File: src/rtl/if_stage_if.sv
// Instruction-memory fetch bus between the IF stage (master) and the instruction memory (slave).
// The IF stage drives the address and request; the memory returns ready and data for that address.
interface if_stage_if;
    logic [31:0] imem_addr;
    logic        imem_req;
    logic        imem_ready;
    logic [31:0] imem_rdata;

    modport master (
        output imem_addr,
        output imem_req,
        input  imem_ready,
        input  imem_rdata
    );

    modport slave (
        input  imem_addr,
        input  imem_req,
        output imem_ready,
        output imem_rdata
    );
endinterface

File: src/rtl/if_stage.sv
// Instruction fetch stage: PC register, pending-redirect latch and the IF/ID pipeline register.
// Redirects have delay-slot semantics; a redirect seen while not advancing is held until the next advance.
module if_stage #(
    parameter logic [31:0] RESET_PC = 32'h0000_3000
) (
    input  logic               clk,
    input  logic               reset,
    input  logic               stall,
    input  logic               flush,
    input  logic               redirect,
    input  logic [31:0]        redirect_pc,
    if_stage_if.master         imem,
    output logic [31:0]        id_instr,
    output logic [31:0]        id_pc4,
    output logic               id_valid
);

    logic [31:0] pc_q,       pc_d;
    logic        pend_vld_q, pend_vld_d;
    logic [31:0] pend_pc_q,  pend_pc_d;
    logic [31:0] instr_q,    instr_d;
    logic [31:0] pc4_q,      pc4_d;
    logic        valid_q,    valid_d;

    logic        advance;
    logic [31:0] pc_plus4;
    logic [31:0] redirect_aligned;

    assign advance          = !stall && imem.imem_ready;
    assign pc_plus4         = pc_q + 32'd4;
    assign redirect_aligned = {redirect_pc[31:2], 2'b00};

    // Fetch request tracks reset directly so the very first edge after release already fetches.
    assign imem.imem_addr = pc_q;
    assign imem.imem_req  = reset;

    always_comb begin
        pc_d       = pc_q;
        pend_vld_d = pend_vld_q;
        pend_pc_d  = pend_pc_q;

        if (advance) begin
            pend_vld_d = 1'b0;
            if (redirect) begin
                pc_d = redirect_aligned;
            end else if (pend_vld_q) begin
                pc_d = pend_pc_q;
            end else begin
                pc_d = pc_plus4;
            end
        end else if (redirect) begin
            // Latest redirect wins while the stage cannot advance.
            pend_vld_d = 1'b1;
            pend_pc_d  = redirect_aligned;
        end
    end

    always_comb begin
        instr_d = instr_q;
        pc4_d   = pc4_q;
        valid_d = valid_q;

        if (flush) begin
            instr_d = 32'h0;
            valid_d = 1'b0;
        end else if (advance) begin
            instr_d = imem.imem_rdata;
            pc4_d   = pc_plus4;
            valid_d = 1'b1;
        end else if (!stall) begin
            // Memory not ready: inject a bubble, keep the last PC+4.
            instr_d = 32'h0;
            valid_d = 1'b0;
        end
    end

    always_ff @(posedge clk or negedge reset) begin
        if (!reset) begin
            pc_q       <= RESET_PC;
            pend_vld_q <= 1'b0;
            pend_pc_q  <= 32'h0;
            instr_q    <= 32'h0;
            pc4_q      <= 32'h0;
            valid_q    <= 1'b0;
        end else begin
            pc_q       <= pc_d;
            pend_vld_q <= pend_vld_d;
            pend_pc_q  <= pend_pc_d;
            instr_q    <= instr_d;
            pc4_q      <= pc4_d;
            valid_q    <= valid_d;
        end
    end

    assign id_instr = instr_q;
    assign id_pc4   = pc4_q;
    assign id_valid = valid_q;

endmodule

File: src/flat_wrapper.sv
// flat-port wrapper written by rule: the top's interface ports become plain ports
module if_stage_flat 
#(
    parameter logic [31:0] RESET_PC = 32'h0000_3000
)
  (clk, reset, stall, flush, redirect, redirect_pc, id_instr, id_pc4, id_valid, imem_imem_addr, imem_imem_req, imem_imem_ready, imem_imem_rdata);
  if_stage_if imem_i ();
  input  logic clk;
  input  logic reset;
  input  logic stall;
  input  logic flush;
  input  logic redirect;
  input  logic [31:0] redirect_pc;
  output logic [31:0] id_instr;
  output logic [31:0] id_pc4;
  output logic id_valid;
  output wire logic [$bits(imem_i.imem_addr)-1:0] imem_imem_addr;
  output wire logic [$bits(imem_i.imem_req)-1:0] imem_imem_req;
  input wire logic [$bits(imem_i.imem_ready)-1:0] imem_imem_ready;
  input wire logic [$bits(imem_i.imem_rdata)-1:0] imem_imem_rdata;
  assign imem_imem_addr = imem_i.imem_addr;
  assign imem_imem_req = imem_i.imem_req;
  assign imem_i.imem_ready = imem_imem_ready;
  assign imem_i.imem_rdata = imem_imem_rdata;
  if_stage #(.RESET_PC(RESET_PC)) u_core (.clk(clk), .reset(reset), .stall(stall), .flush(flush), .redirect(redirect), .redirect_pc(redirect_pc), .imem(imem_i), .id_instr(id_instr), .id_pc4(id_pc4), .id_valid(id_valid));
endmodule
File: config.mk
export PLATFORM = sky130hd
export DESIGN_NAME = if_stage_flat
export DESIGN_NICKNAME = d
export VERILOG_FILES = /design/src/rtl/if_stage_if.sv /design/src/rtl/if_stage.sv /design/src/flat_wrapper.sv
export SDC_FILE = /design/constraint.sdc
export NUM_CORES = 1
export LEC_CHECK = 0
export CAP_MARGIN = 5
export CORE_MARGIN = 2
export CORE_UTILIZATION = 25
export CTS_BUF_LIST = sky130_fd_sc_hd__clkbuf_4
export CTS_CLUSTER_SIZE = 8
export DETAILED_ROUTE_END_ITERATION = 8
export PLACE_DENSITY = 0.44
export RECOVER_POWER = 100
export SYNTH_ARGS = -nofsm -noshare
export SYNTH_HDL_FRONTEND = slang
export SYNTH_SLANG_ARGS = --single-unit
export TNS_END_PERCENT = 100
File: constraint.sdc
create_clock -name clk -period 2.6 [get_ports clk]
set_input_delay 0.39 -clock clk [delete_from_list [all_inputs] [get_ports clk]]
set_output_delay 0.39 -clock clk [all_outputs]
set_load 0.01 [all_outputs]
==> impl_metrics.tcl <==
set metrics [dict create \
    synth_area_leaders "dfrtp_1 50%, mux2_2 5.5%, a22o_1 4.9%, nand2_1 4.0%, o21ai_0 3.8%" \
    ys_warn_count 0 \
    clock_skew_ns 0.0173 \
    vias_per_cell 4.89 \
    cts_tree "built" \
    path_clk_slew_ns 0.11 \
    timing.rr.start "u_core.imem.imem_addr[12]" \
    io_pins 168 \
    min_path_cells 2 \
    vias 5447 \
    ys_seq_area_share_pct 50.9 \
    drc 0 \
    syn_to_final_growth_pct 38.2 \
    period_needed_ns 2.43 \
    synth_top_area_cell "dfrtp_1" \
    hold_viol 0 \
    cts_setup_buffers 0 \
    rows 57 \
    track_usage_pct 15.7 \
    layout-drive-gt1-share_pct 12.7 \
    setup_tns_ns 0 \
    avgRoutedWirePerCell_um 17.9 \
    drv_cap 1 \
    top_usage_layer "met1" \
    powerDensity_mw_per_mm2 634 \
    ys_ff_latch 124 \
    grt_max_degree 125 \
    p_int_w 0.00352 \
    postLayoutCellArea_mm2 0.00843 \
    start_kind "register" \
    rsz0062_at_grt "no" \
    hp-class "input port to register" \
    place_hpwl_um 14500 \
    power_frac_clock_pct 25.4 \
    antenna_found_initial 2 \
    p_sw_w 0.00182 \
    ant_nets 0 \
    first_iter_violations 379 \
    multiInputGateArea_mm2 0.00273 \
    ctsHoldBuffers 1 \
    irDropWorstVdd_mv 0.207 \
    dieHeight_um 160 \
    placed_cell_area_mm2 0.00820 \
    cp.arrival_ns 2.91 \
    p_comb_share_pct 28.4 \
    fmax_mhz 412 \
    violations "capacitance limit, slew limit" \
    crit_fanout 12 \
    setup_viol_count_final 0 \
    yosysMostFrequentCell "dfrtp_1" \
    cts.sinks 124 \
    cts-root-buf "clkbuf_4" \
    layout.nets 846 \
    synth_edf_count 0 \
    first_global_vias 5249 \
    use_met3_pct 3.71 \
    synth_top_area_share_pct 50.1 \
    wl_um 19900 \
    die-area_mm2 0.0257 \
    grt_pass1_wl_um 31400 \
    use_met2_pct 22.6 \
    clk_latency_ns 0.55 \
    p_leak_nw 3.41 \
    yosysUniqueCellTypes 57 \
    r2r_end "u_core.imem.imem_addr[23]" \
    synthTopCellsByCount "122 x dfrtp_1, 65 x nand2_1, 46 x o21ai_0" \
    initial_core_util_pct 25.3 \
    hold_start "imem_imem_rdata[31]" \
    rr_worst_depth 5 \
    ys.flop_type "dfrtp_1" \
    syn_area_mm2 0.00610 \
    drt_first_pass_iters 7 \
    r2r_slack_ns 0.17 \
    required_ns 3.09 \
    cp-end-kind "register" \
    cts_inserted_buffers 17 \
    run_status "finished with violations" \
    relSlewSlack_pct -16.5 \
    clockBufferDepth 2 \
    swShare_pct 34.1 \
    critPathKind "register to register" \
    grt_use_met1_pct 23.2 \
    avgSynthCellArea_um2 9.98 \
    synthCells 611 \
    fillers 2521 \
    maxSlewViolCount 125 \
    tightestPinTransition_ns 1.75 \
    p_seq_share_pct 46.2 \
    cts-resized-gates 0 \
    htreeDepth 4 \
    utilization_pct 35.0 \
    core_area_mm2 0.0241 \
    grt_overflow 0 \
    die_w_um 160 \
    async_flop_share_pct 100 \
    hold-path-endpoint "u_core.id_instr[31]" \
    min_period_over_period_pct 93.3 \
    final-seq-area_mm2 0.00311 \
    gp_congestion 0.809 \
    io_buffers 161 \
]
-- cell type report --
class	instances	area share, %
well taps	324	4.81
inverters	9	0.401
repair buffers	199	22.2
diodes	2	0.0594
clock inverters	15	1.77
multi-input cells	424	32.4
flip-flops and latches	124	36.9
clock buffers	17	1.51
-- sequential cells by signal (all words and copies together), names as in the netlist --
register               count
u_core.id_instr           32
u_core.id_valid            1
u_core.imem.imem_addr     30
u_core.pend_vld_q          1
u_core.id_pc4             30
u_core.pend_pc_q          30
-- worst max path at each step --
| stage | startpoint | endpoint | cells after the start |
|---|---|---|---|
| 2_1_floorplan | u_core.imem.imem_addr[2] | u_core.imem.imem_addr[16] | 6 |
| 4_1_cts | u_core.imem.imem_addr[13] | u_core.imem.imem_addr[23] | 5 |
| 5_1_grt | u_core.imem.imem_addr[13] | u_core.imem.imem_addr[23] | 5 |
| 6_report | u_core.imem.imem_addr[12] | u_core.imem.imem_addr[23] | 5 |
| 3_5_place_dp | redirect | u_core.imem.imem_addr[28] | 5 |
| 3_3_place_gp | u_core.imem.imem_addr[12] | u_core.imem.imem_addr[23] | 5 |
-- layout by cell type, fill, tap and decap left out, types with 4 or more instances in the layout --
| cell | count |
|---|---|
| nor3_1 | 14 |
| nand3_1 | 16 |
| a211oi_1 | 4 |
| dfrtp_1 | 122 |
| or3_1 | 11 |
| or4_1 | 11 |
| clkbuf_1 | 7 |
| nand4_1 | 12 |
| dlygate4sd3_1 | 97 |
| xor2_1 | 4 |
| nand2_1 | 65 |
| a31oi_1 | 17 |
| o31ai_1 | 9 |
| clkinvlp_4 | 5 |
| a22o_1 | 34 |
| and3_1 | 4 |
| mux2_2 | 30 |
| nor2b_1 | 6 |
| o211ai_1 | 4 |
| buf_4 | 24 |
| o22ai_1 | 5 |
| a22oi_1 | 8 |
| inv_1 | 9 |
| o41ai_1 | 4 |
| clkbuf_2 | 5 |
| a221o_1 | 4 |
| conb_1 | 4 |
| nor2_1 | 32 |
| clkbuf_4 | 18 |
| xnor2_1 | 6 |
| clkdlybuf4s50_1 | 64 |
| nor4_1 | 15 |
| a311o_1 | 7 |
| o21ai_0 | 46 |
| a21oi_1 | 15 |
-- power groups by stage --
stage                     logic, W  registers [W]  clock network, W
final                      0.00152        0.00247           0.00136
after global routing       0.00167        0.00252           0.00150
after CTS                  0.00164        0.00247           0.00143
after detailed placement   0.00163        0.00251                 0
after global placement     0.00162        0.00250                 0
after floorplan           0.000623        0.00257                 0
-- logic make-up (layout without fill, tap and decap cells) --
logic type	Yosys count	after routing	share of synthesized area, %
adders and majority gates	1	1	0.205
muxes	31	31	5.70
DFF	124	124	50.9
other	1	6	0.0615
xor gates and xnor gates	10	10	1.44
AOI/OAI and AO/OA	175	175	20.2
buffers and inverters	66	240	4.54
and+or+nand+nor	203	203	17.0
-- per-layer routing --
layer | part of all wire (%) | routed length [µm] | vias to the layer above
li1 | - | - | 2625
met1 | 50 | 9880 | 2626
met2 | 43 | 8580 | 179
met3 | 5.7 | 1130 | 17
met4 | 1.7 | 337 | 0
met5 | 0 | 0 | -
-- worst max-delay path: stages (launching register included) --
cell      delay [ns]
dfstp_2         0.63
nand4_1         0.19
or4_1           0.73
clkbuf_1        0.25
nor4_1          0.38
a311o_1         0.18
-- through the flow --
stage | power, W | hold WS (ns) | setup slack (ns) | std cells
finish | 0.00534 | 0.444 | 0.175 | 1114
global route | 0.00568 | 0.397 | 0.0669 | 1114
CTS | 0.00554 | 0.399 | 0.181 | 1112
detailed placement | 0.00414 | 0.468 | 0.184 | 1079
global placement | 0.00412 | 0.460 | 0.278 | 1079
floorplan | 0.00319 | 0.0944 | 0.393 | 614
Note: power is estimated with default switching activity, not from simulation.
